===== config.mk =====
export PLATFORM = sky130hd
export DESIGN_NAME = adc_clk_supervisor
export DESIGN_NICKNAME = d
export VERILOG_FILES = /design/src/rtl/adc_clk_sup_pkg.sv /design/src/rtl/adc_pll_chan_fsm.sv /design/src/rtl/adc_clk_supervisor.sv
export SDC_FILE = /design/constraint.sdc
export NUM_CORES = 1
export LEC_CHECK = 0
export BUFFER_PORTS_ARGS = -buffer_cell sky130_fd_sc_hd__clkbuf_2
export CORE_MARGIN = 2
export CORE_UTILIZATION = 55
export DETAILED_ROUTE_END_ITERATION = 12
export PLACE_DENSITY = 0.73
export SLEW_MARGIN = 20
export SYNTH_ARGS = -nofsm -noshare
export SYNTH_HDL_FRONTEND = slang
export SYNTH_SLANG_ARGS = --single-unit

===== constraint.sdc =====
create_clock -name clk_100mhz -period 3 [get_ports clk_100mhz]
set_input_delay 0.3 -clock clk_100mhz [delete_from_list [all_inputs] [get_ports clk_100mhz]]
set_output_delay 0.3 -clock clk_100mhz [all_outputs]
set_load 0.01 [all_outputs]

===== src/rtl/adc_clk_sup_pkg.sv =====
// Shared types and constants for the ADC data-clock PLL supervisor.
package adc_clk_sup_pkg;

    typedef enum logic [2:0] {
        IDLE      = 3'd0,
        RST_PULSE = 3'd1,
        WAIT_LOCK = 3'd2,
        STABLE    = 3'd3,
        READY     = 3'd4,
        FAIL      = 3'd5
    } chan_state_t;

    localparam logic [7:0] LOSS_SAT = 8'hFF;

endpackage


===== src/rtl/adc_pll_chan_fsm.sv =====
// One ADC PLL channel: lock synchronizer, reset/lock/stable sequencer, retry and loss counters.
// Lock reaches outputs 3 cycles after the raw input; no backpressure, all outputs registered.
module adc_pll_chan_fsm
    import adc_clk_sup_pkg::*;
#(
    parameter int RST_CYCLES    = 100,
    parameter int LOCK_TIMEOUT  = 1_000_000,
    parameter int STABLE_CYCLES = 1000,
    parameter int MAX_RETRY     = 8,
    parameter int CNT_W         = 24
) (
    input  logic       clk_100mhz,
    input  logic       reset,
    input  logic       en,
    input  logic       locked,
    input  logic       retry_clr,
    output logic       pll_rst,
    output logic       clk_ok,
    output logic       fail,
    output logic [7:0] loss_cnt
);

    localparam logic [CNT_W-1:0] RST_LAST    = CNT_W'(RST_CYCLES - 1);
    localparam logic [CNT_W-1:0] TIMEOUT_LAST = CNT_W'(LOCK_TIMEOUT - 1);
    localparam logic [CNT_W-1:0] STABLE_LAST = CNT_W'(STABLE_CYCLES - 1);
    localparam logic [7:0]       RETRY_MAX   = 8'(MAX_RETRY);

    chan_state_t      state, state_nxt;
    logic [CNT_W-1:0] timer, timer_nxt;
    logic [7:0]       retry, retry_nxt, retry_inc;
    logic [7:0]       loss_nxt;
    logic             lock_meta, lock_s;

    always_comb begin
        state_nxt = state;
        timer_nxt = timer;
        retry_nxt = retry;
        loss_nxt  = loss_cnt;
        retry_inc = retry + 8'd1;
        case (state)
            IDLE: begin
                if (en) begin
                    state_nxt = RST_PULSE;
                    timer_nxt = '0;
                end
            end
            RST_PULSE: begin
                if (timer == RST_LAST) begin
                    state_nxt = WAIT_LOCK;
                    timer_nxt = '0;
                end else begin
                    timer_nxt = timer + 1'b1;
                end
            end
            WAIT_LOCK: begin
                // lock on the timeout cycle still wins
                if (lock_s) begin
                    state_nxt = STABLE;
                    timer_nxt = '0;
                end else if (timer == TIMEOUT_LAST) begin
                    retry_nxt = retry_inc;
                    state_nxt = (retry_inc == RETRY_MAX) ? FAIL : RST_PULSE;
                    timer_nxt = '0;
                end else begin
                    timer_nxt = timer + 1'b1;
                end
            end
            STABLE: begin
                if (!lock_s) begin
                    retry_nxt = retry_inc;
                    state_nxt = (retry_inc == RETRY_MAX) ? FAIL : RST_PULSE;
                    timer_nxt = '0;
                end else if (timer == STABLE_LAST) begin
                    state_nxt = READY;
                    retry_nxt = '0;
                end else begin
                    timer_nxt = timer + 1'b1;
                end
            end
            READY: begin
                if (!lock_s) begin
                    loss_nxt  = (loss_cnt == LOSS_SAT) ? loss_cnt : loss_cnt + 8'd1;
                    state_nxt = RST_PULSE;
                    timer_nxt = '0;
                end
            end
            FAIL: begin
                if (retry_clr) begin
                    state_nxt = IDLE;
                    timer_nxt = '0;
                end
            end
            default: begin
                state_nxt = IDLE;
                timer_nxt = '0;
            end
        endcase
        // Disable discards any retry or loss bookkeeping from this cycle.
        if (!en) begin
            state_nxt = IDLE;
            timer_nxt = '0;
            retry_nxt = retry;
            loss_nxt  = loss_cnt;
        end
        if (retry_clr) begin
            retry_nxt = '0;
            loss_nxt  = '0;
        end
    end

    always_ff @(posedge clk_100mhz or posedge reset) begin
        if (reset) begin
            lock_meta <= 1'b0;
            lock_s    <= 1'b0;
            state     <= IDLE;
            timer     <= '0;
            retry     <= '0;
            loss_cnt  <= '0;
            pll_rst   <= 1'b1;
            clk_ok    <= 1'b0;
            fail      <= 1'b0;
        end else begin
            lock_meta <= locked;
            lock_s    <= lock_meta;
            state     <= state_nxt;
            timer     <= timer_nxt;
            retry     <= retry_nxt;
            loss_cnt  <= loss_nxt;
            pll_rst   <= (state_nxt == IDLE) || (state_nxt == RST_PULSE) || (state_nxt == FAIL);
            clk_ok    <= (state_nxt == READY);
            fail      <= (state_nxt == FAIL);
        end
    end

endmodule


===== src/rtl/adc_clk_supervisor.sv =====
// Two-channel ADC DCLK PLL supervisor: per-channel reset sequencing, lock qualification, re-arm.
// Raw lock to adc_clk_ok is 3 cycles; no backpressure, consumers resynchronize adc_clk_ok.
module adc_clk_supervisor
    import adc_clk_sup_pkg::*;
#(
    parameter int RST_CYCLES    = 100,
    parameter int LOCK_TIMEOUT  = 1_000_000,
    parameter int STABLE_CYCLES = 1000,
    parameter int MAX_RETRY     = 8,
    parameter int CNT_W         = 24
) (
    input  logic        clk_100mhz,
    input  logic        reset,
    input  logic [1:0]  adc_en,
    input  logic [1:0]  adc_locked,
    input  logic        retry_clr,
    output logic [1:0]  adc_pll_rst,
    output logic [1:0]  adc_clk_ok,
    output logic [1:0]  adc_fail,
    output logic [15:0] lock_loss_cnt
);

    for (genvar i = 0; i < 2; i++) begin : g_chan
        adc_pll_chan_fsm #(
            .RST_CYCLES   (RST_CYCLES),
            .LOCK_TIMEOUT (LOCK_TIMEOUT),
            .STABLE_CYCLES(STABLE_CYCLES),
            .MAX_RETRY    (MAX_RETRY),
            .CNT_W        (CNT_W)
        ) u_chan (
            .clk_100mhz(clk_100mhz),
            .reset     (reset),
            .en        (adc_en[i]),
            .locked    (adc_locked[i]),
            .retry_clr (retry_clr),
            .pll_rst   (adc_pll_rst[i]),
            .clk_ok    (adc_clk_ok[i]),
            .fail      (adc_fail[i]),
            .loss_cnt  (lock_loss_cnt[8*i +: 8])
        );
    end

endmodule


==> results of run 1 <==
## metrics by stage
stage                     instances  utilization [%]  hold slack (ns)  worst slack (ns)
after floorplan                 617                -            0.331             0.198
after global placement          753             59.1            0.333             0.336
after detailed placement        753             59.1            0.342             0.198
after CTS                       770             61.0           0.0140             0.172
after global routing            770             61.1          0.00446            0.0793
final                           770             61.1           0.0300             0.376
## registers in the layout, indices dropped and copies added, names as in the netlist
signal and flops:
g_chan.u_chan.lock_meta 2, g_chan.u_chan.retry 16, g_chan.u_chan.clk_ok 2, g_chan.u_chan.pll_rst 2, g_chan.u_chan.loss_cnt 16, g_chan.u_chan.fail 2, g_chan.u_chan.timer 48, g_chan.u_chan.lock_s 2
g_chan.u_chan.state 6
## cell families (layout without fill, tap and decap cells)
| group | count (synthesis) | count (layout) | synth area share (%) |
|---|---|---|---|
| adders and majority gates | 8 | 8 | 1.78 |
| xor gates and xnor gates | 14 | 14 | 2.18 |
| DFF | 96 | 96 | 42.7 |
| AOI/OAI and AO/OA | 154 | 154 | 19.8 |
| and+or+nand+nor | 300 | 300 | 29.1 |
| muxes | 5 | 5 | 0.912 |
| buffers and inverters | 40 | 60 | 3.51 |
## synth_stat cells, types with 4 or more instances
cell type,n,share of area (%)
a31oi_1,10,1.1
o211a_1,5,0.89
or3_1,8,0.89
a21oi_1,14,1.2
nor2b_1,10,1.1
nor3_1,25,2.2
nor4_2,4,0.89
nor4_1,7,0.78
nand3_1,38,3.4
ha_1,8,1.8
buf_4,6,0.80
mux2i_1,4,0.71
nor3b_1,5,0.67
xor2_1,10,1.6
o31ai_1,8,1.1
a211o_1,5,0.78
o21ai_0,38,3.4
buf_2,7,0.62
a22o_1,31,4.8
and2_1,8,0.89
nor2_1,65,4.3
inv_1,10,0.67
clkbuf_1,14,0.93
and3_1,14,1.6
and4_1,5,0.78
dfrtp_1,94,42
nand4_1,19,2.1
a32o_1,6,1.1
a21o_1,12,1.6
xnor2_1,4,0.62
nand2_1,61,4.1
## power groups by stage
stage / sequential [mW] / combinational, mW / clock [mW]
after global routing: 1.31 / 0.128 / 0.874
after CTS: 1.31 / 0.114 / 0.814
after floorplan: 1.33 / 0.0837 / 0
after global placement: 1.33 / 0.110 / 0
final: 1.31 / 0.113 / 0.789
after detailed placement: 1.33 / 0.113 / 0
## worst reg2reg max path: stages (launching register included)
cell and delay (ns):
dfrtp_1 0.42, ha_1 0.24, nor2b_1 0.16, nand4b_1 0.20
nor4_4 0.08, o2bb2ai_2 0.67, nand2_1 0.33, o311ai_0 0.41
## area by class of cell
type	count	area, µm²	share of cell area, %
well taps	133	166	2.76
flip-flops and latches	96	2400	39.9
clock inverters	5	40.0	0.664
repair buffers	34	200	3.32
inverters	10	40.0	0.664
clock buffers	11	141	2.35
multi-input cells	481	3040	50.4
## worst max path at each step
stage | from | to | slack, ns | cells after the start
5_1_grt | g_chan[1].u_chan.timer[0] | g_chan[1].u_chan.timer[10] | 0.08 | 7
3_5_place_dp | g_chan[0].u_chan.timer[0] | g_chan[0].u_chan.timer[0] | 0.20 | 7
2_1_floorplan | reset | g_chan[0].u_chan.clk_ok | 0.20 | 1
4_1_cts | g_chan[0].u_chan.timer[0] | g_chan[0].u_chan.timer[13] | 0.17 | 7
6_report | g_chan[1].u_chan.timer[0] | g_chan[1].u_chan.timer[10] | 0.38 | 7
3_3_place_gp | g_chan[0].u_chan.timer[0] | g_chan[0].u_chan.timer[0] | 0.34 | 7
## per-layer routing
metal	vias to the layer above	track usage [%]	share of wire, %
li1	2327	-	-
met1	2370	30.6	46
met2	129	37.8	49
met3	14	4.37	4.6
met4	0	6.19	1.1
met5	-	0	0
==> impl_metrics.ini, run 1 <==
[global_routing]
grt_pass1_wl_um = 21000
grt_max_degree = 57
grt_antenna_before_repair = 0
grt_pass1_vias = 4610
grtUsageTotal_pct = 22.8
overflow = 0

[detailed_routing]
avgRoutedWirePerCell_um = 15.7
viasPerCell = 6.29
wl_um = 12100
drt_iter0_markers = 271
drc = 0
ant_nets = 0
first_pass_iters = 5
vias = 4840

[critical_path]
worstPathMaxFanout = 19
rr_endpoint = g_chan[1].u_chan.timer[10]
critPathMaxStageDelay_ns = 0.67
crit_type = flip-flop to flip-flop
required_ns = 3.25
cp_top_family = compound AO/OA/AOI/OAI gates
timing.reg2reg.setup_slack_ns = 0.38
crit_path_top_delay_cell = o2bb2ai_2
cp.arrival_ns = 2.87
r2r-start = g_chan[1].u_chan.timer[0]
r2r_cells = 7
worst-path-buf-inv = 0
startpoint_type = flip-flop
crit_chain = ha_1, nor2b_1, nand4b_1, nor4_4, o2bb2ai_2, nand2_1, o311ai_0
critPathCaptureType = flip-flop

[clock_tree]
clkTransAtPathRegs_ns = 0.10
cts_max_path_buffers = 2
cts_buffers = 9
h-tree-depth = 3
cts_root_buf = clkbuf_8
clock-sinks = 96
clk_latency_ns = 0.37
cts_tree = built
cts_setup_buffers = 0
hold_buffers = 1
ctsResizeCount = 0

[layout]
final_common_cell = dfrtp_1
nets = 647
mostFrequentLayoutCells = dfrtp_1, nor2_1, nand2_1, nand3_1, o21ai_0
area_growth_pct = 7.11
fillers = 836
antenna_cells = 0
stdcell_area_um2 = 6030
drive_gt1_share_pct = 12.1

[synthesis]
ys_seq_area_share_pct = 42.7
syn_nets = 632
ys.flop_type = dfrtp_1
ys_seq_elements = 96
synth_warnings = 0
async_flop_share_pct = 100
synthDistinctLibCells = 68
synth_area_um2 = 5630
synth_edf_count = 0
syn_area_per_cell_um2 = 9.12
synthCells = 617

[pwr]
p_seq_share_pct = 59.2
comb_power_share_pct = 5.1
p_total_mw = 2.21
p_switching_uw = 550
power.internal_mw = 1.66
ir_drop_v = 0.000216
power.density_nw_per_um2 = 367
p_clk_share_pct = 35.7
p_leak_nw = 2.68
swShare_pct = 24.9

[floorplan]
start_util_pct = 57.1
die_area_um2 = 11100
core_um2 = 9860
fp.dieH_um = 105
fp.dieW_um = 105
rows = 36
io_pins = 29

[timing]
setup_tns_ns = 0
slew_headroom_pct = 44.8
worst_pin_slew_ns = 0.823
drv_slew = 0
max_freq_mhz = 381
fin_crit_ns = 2.62
finalCritPeriodShare_pct = 87.5
finClkSkew_ns = 0.0148
rsz0062_at_grt = false
hold_violations = 0
setup_viol_count_final = 0

[hold_path]
min_path_cells = 1
hold_class = input pin to flip-flop
hold_end = g_chan[0].u_chan.lock_meta
worstHoldStart = adc_locked[0]

[placed_design]
gp_congestion = 0.884
placed_area_um2 = 5830
port_buffers = 28
dp.final_hpwl_um = 8320

[job]
cap_violations = 0

[status]
status = complete, no violations
Power figures use the tool's default switching activity.
==> inputs of run 2 (changes only) <==
--- a/config.mk
+++ b/config.mk
@@ -6,10 +6,12 @@
 export NUM_CORES = 1
 export LEC_CHECK = 0
 export BUFFER_PORTS_ARGS = -buffer_cell sky130_fd_sc_hd__clkbuf_2
+export CELL_PAD_IN_SITES_DETAIL_PLACEMENT = 0
+export CELL_PAD_IN_SITES_GLOBAL_PLACEMENT = 1
 export CORE_MARGIN = 2
-export CORE_UTILIZATION = 55
+export CORE_UTILIZATION = 48
 export DETAILED_ROUTE_END_ITERATION = 12
-export PLACE_DENSITY = 0.73
+export PLACE_DENSITY_LB_ADDON = 0.1
 export SLEW_MARGIN = 20
 export SYNTH_ARGS = -nofsm -noshare
 export SYNTH_HDL_FRONTEND = slang
==> impl_metrics.ini, run 2 (synthesized netlist as in run 1, its figures left out) <==
[status]
status = complete, no violations

[timing]
setup_tns_ns = 0
rsz0062_at_grt = false
slew_headroom_pct = 51.3
setup_slack_ns = 0.343
finalCritPeriodShare_pct = 88.6
hold_violations = 0
worst_pin_slew_ns = 0.727
setup_viol_count_final = 0
fin_crit_ns = 2.66
drv_slew = 0
finClkSkew_ns = 0.00910
max_freq_mhz = 376

[global_routing]
grt_pass1_vias = 4580
grt_max_degree = 58
overflow = 0
grt_pass1_wl_um = 23100
grtUsageTotal_pct = 22.3
grt_antenna_before_repair = 0

[critical_path]
cp_top_family = simple AND/OR/NAND/NOR gates
timing.critical_path.from = g_chan[1].u_chan.timer[15]
startpoint_type = flip-flop
worst-path-buf-inv = 1
critPathMaxStageDelay_ns = 0.58
required_ns = 3.24
r2r-start = g_chan[1].u_chan.timer[15]
crit_type = flip-flop to flip-flop
crit_path_top_delay_cell = nor4_1
crit_chain = nor4_1, nand4b_1, nor4_4, o2bb2ai_2, buf_4, a21o_1, a22o_1
critPathCaptureType = flip-flop
worstPathMaxFanout = 13
cp.arrival_ns = 2.90

[detailed_routing]
drt_iter0_markers = 330
first_pass_iters = 4
avgRoutedWirePerCell_um = 16.7
drc = 0
viasPerCell = 6.11
ant_nets = 0
wl_um = 13100
vias = 4771

[clock_tree]
ctsResizeCount = 0
clkTransAtPathRegs_ns = 0.07
clock-sinks = 96
hold_buffers = 0
clk_latency_ns = 0.35
cts_root_buf = clkbuf_16
cts_tree = built
cts_buffers = 9
h-tree-depth = 3
cts_setup_buffers = 0
cts_max_path_buffers = 2

[placed_design]
gp_congestion = 0.906
dp.final_hpwl_um = 8930
place_ws_ns = 0.236
placed_area_um2 = 5850
port_buffers = 28

[floorplan]
rows = 39
start_util_pct = 49.3
fp.dieW_um = 112
die_area_um2 = 12600
io_pins = 29
fp.dieH_um = 112
core_um2 = 11400

[layout]
top_regs = g_chan.u_chan.timer: 48 flops, g_chan.u_chan.loss_cnt: 16 flops, g_chan.u_chan.retry: 16 flops
final_common_cell = dfrtp_1
largest_reg_flops = 48
antenna_cells = 0
nets = 648
stdcell_area_um2 = 6170
area_growth_pct = 9.69
top_register = g_chan.u_chan.timer
drive_gt1_share_pct = 12.1
mostFrequentLayoutCells = dfrtp_1, nor2_1, nand2_1, nand3_1, o21ai_0

[hold_path]
worstHoldStart = adc_locked[1]
hold_class = input pin to flip-flop

[pwr]
p_total_mw = 2.68
ir_drop_v = 0.000340
p_leak_nw = 2.75
power.density_nw_per_um2 = 434

[job]
cap_violations = 0
## run 2: layout make-up
class / count / area, µm²
Fill cell: 1080 / 5250
Multi-Input combinational cell: 481 / 3030
Sequential cell: 96 / 2400
Clock buffer: 13 / 250
Timing Repair Buffer: 35 / 205
Tap cell: 143 / 179
Clock inverter: 3 / 65.1
Inverter: 10 / 40.0
## run 2: per-layer routing
| layer | track usage [%] | part of all wire (%) |
|---|---|---|
| met1 | 31.5 | 47 |
| met5 | 0 | 0 |
| met2 | 35.5 | 48 |
| met3 | 3.46 | 3.0 |
| met4 | 7.24 | 1.4 |
## run 2: worst paths after layout
kind	depth (start not counted)	slack [ns]	to
setup / recovery	7	0.34	g_chan[1].u_chan.timer[3]
setup reg to reg	7	0.34	g_chan[1].u_chan.timer[3]
hold / removal	1	0.05	g_chan[1].u_chan.lock_meta
min in group asynchronous	2	0.07	g_chan[0].u_chan.loss_cnt[4]
hold reg to reg	0	0.36	g_chan[1].u_chan.lock_s
max in group asynchronous	3	2.24	g_chan[0].u_chan.timer[8]
## run 2: report_power, final
part	total, mW	switching (mW)	leakage, nW	internal, mW
registers	1.31	0.00957	1.32	1.30
clock network	1.25	0.497	0.154	0.754
logic	0.115	0.0841	1.28	0.0312
total	2.68	0.591	2.75	2.09
## run 2: worst register-to-register path, delay by kind of cell (launching register included)
| family | cells | cell delay, ns |
|---|---|---|
| flip-flops | 1 | 0.44 |
| AND/OR/NAND/NOR | 3 | 1.29 |
| buffers and inverters | 1 | 0.24 |
| AO/OA/AOI/OAI | 3 | 0.57 |
## run 2: through the flow
step / utilization, % / hold slack, ns / instances
floorplan: - / 0.331 / 617
global route: 54.1 / 0.0362 / 781
finish: 54.1 / 0.0506 / 781
global placement: 51.3 / 0.335 / 765
detailed placement: 51.3 / 0.340 / 765
CTS: 54.0 / 0.0442 / 781
==> inputs of run 3 (changes only) <==
--- a/config.mk
+++ b/config.mk
@@ -11,7 +11,7 @@
 export CORE_MARGIN = 2
 export CORE_UTILIZATION = 48
 export DETAILED_ROUTE_END_ITERATION = 12
-export PLACE_DENSITY_LB_ADDON = 0.1
+export PLACE_DENSITY_LB_ADDON = 0.12
 export SLEW_MARGIN = 20
 export SYNTH_ARGS = -nofsm -noshare
 export SYNTH_HDL_FRONTEND = slang
==> impl_metrics.ini, run 3 (synthesized netlist as in run 1, its figures left out) <==
[status]
status = complete, no violations

[pwr]
power.density_nw_per_um2 = 432
comb_power_share_pct = 4.4
p_leak_nw = 2.76
p_switching_uw = 608
swShare_pct = 22.7
p_clk_share_pct = 46.7
power.internal_mw = 2.07
ir_drop_v = 0.000301
p_seq_share_pct = 48.9

[floorplan]
die_area_um2 = 12600
rows = 39
fp.dieH_um = 112
core_um2 = 11400
fp.dieW_um = 112
io_pins = 29
start_util_pct = 49.3

[clock_tree]
clock-sinks = 96
cts_max_path_buffers = 2
clkTransAtPathRegs_ns = 0.07
ctsResizeCount = 0
cts_root_buf = clkbuf_16
h-tree-depth = 3
cts_tree = built
cts_buffers = 9
cts_setup_buffers = 0
clk_latency_ns = 0.35
hold_buffers = 0

[detailed_routing]
first_pass_iters = 5
drc = 0
wl_um = 13200
viasPerCell = 6.13
vias = 4797
ant_nets = 0
drt_iter0_markers = 300
avgRoutedWirePerCell_um = 16.8

[global_routing]
grt_max_degree = 50
overflow = 0
grtUsageTotal_pct = 22.0
grt_pass1_wl_um = 22800
grt_antenna_before_repair = 0
grt_pass1_vias = 4801

[layout]
fillers = 1070
mostFrequentLayoutCells = dfrtp_1, nor2_1, nand2_1, nand3_1, o21ai_0
largest_reg_flops = 48
antenna_cells = 0
drive_gt1_share_pct = 12.7
final_common_cell = dfrtp_1
final_util_pct = 54.3
top_regs = g_chan.u_chan.timer: 48 flops, g_chan.u_chan.loss_cnt: 16 flops, g_chan.u_chan.retry: 16 flops
top_register = g_chan.u_chan.timer
area_growth_pct = 10.1
nets = 650

[placed_design]
place_ws_ns = 0.237
port_buffers = 28
dp.final_hpwl_um = 9020
gp_congestion = 0.838

[timing]
rsz0062_at_grt = false
hold_violations = 0
setup_slack_ns = 0.301
setup_viol_count_final = 0
max_freq_mhz = 370
fin_crit_ns = 2.70
finClkSkew_ns = 0.00763
finalCritPeriodShare_pct = 90.0
slew_headroom_pct = 38.5
drv_slew = 0
whs_ns = 0.0264
setup_tns_ns = 0
worst_pin_slew_ns = 0.917

[critical_path]
critPathMaxStageDelay_ns = 0.74
startpoint_type = flip-flop
timing.reg2reg.setup_slack_ns = 0.30
crit_chain = ha_1, nor2b_1, nand4b_1, nor4_4, o2bb2ai_2, nand2_1, o311ai_0
worst-path-buf-inv = 0
crit_type = flip-flop to flip-flop
crit_path_top_delay_cell = o2bb2ai_2
cp.arrival_ns = 2.94
worstPathMaxFanout = 19
required_ns = 3.24
critPathCaptureType = flip-flop
cp_top_family = compound AO/OA/AOI/OAI gates

[hold_path]
hold_class = input pin to asynchronous set/reset pin

[job]
cap_violations = 0
-- run 3: final cells by class --
class	count	area (µm²)	share of cell area (%)
inverter	10	40.0	0.646
tap	143	179	2.89
clock inverter	6	92.6	1.49
multi-input combinational	481	3030	48.9
clock buffer	10	229	3.70
timing repair buffer	37	220	3.55
sequential	96	2400	38.8
-- run 3: power groups by stage --
| stage | Clock, mW | Sequential (mW) | Combinational [mW] |
|---|---|---|---|
| global placement | 0 | 1.33 | 0.118 |
| finish | 1.25 | 1.31 | 0.117 |
| global route | 1.33 | 1.31 | 0.133 |
| floorplan | 0 | 1.33 | 0.0837 |
| detailed placement | 0 | 1.33 | 0.120 |
| CTS | 1.28 | 1.31 | 0.120 |
-- run 3: metrics by stage --
step | total power, mW | std cells | instance area [µm²]
final | 2.68 | 783 | 6190
after floorplan | 1.41 | 617 | 5630
after detailed placement | 1.45 | 767 | 5870
after CTS | 2.71 | 783 | 6190
after global routing | 2.78 | 783 | 6190
after global placement | 1.45 | 767 | 5870
-- run 3: per-layer routing --
layer	track usage [%]	routed length, µm	up-vias
li1	-	-	2331
met1	29.2	6110	2345
met2	36.1	6370	100
met3	3.29	453	21
met4	9.19	253	0
met5	0	0	-
-- run 3: final timing paths --
check,from,to,cells after the start
min reg2reg,g_chan[1].u_chan.lock_meta,g_chan[1].u_chan.lock_s,0
max in group asynchronous,reset,g_chan[1].u_chan.pll_rst,3
min,reset,g_chan[0].u_chan.lock_s,2
min in group clk_100mhz,adc_locked[0],g_chan[0].u_chan.lock_meta,1
max,g_chan[1].u_chan.timer[0],g_chan[1].u_chan.timer[10],7
max reg2reg,g_chan[1].u_chan.timer[0],g_chan[1].u_chan.timer[10],7
-- run 3: worst reg2reg max path: stages (launching register included) --
cell and delay (ns):
dfrtp_1 0.42, ha_1 0.25, nor2b_1 0.16, nand4b_1 0.19, nor4_4 0.08, o2bb2ai_2 0.74
nand2_1 0.38, o311ai_0 0.38
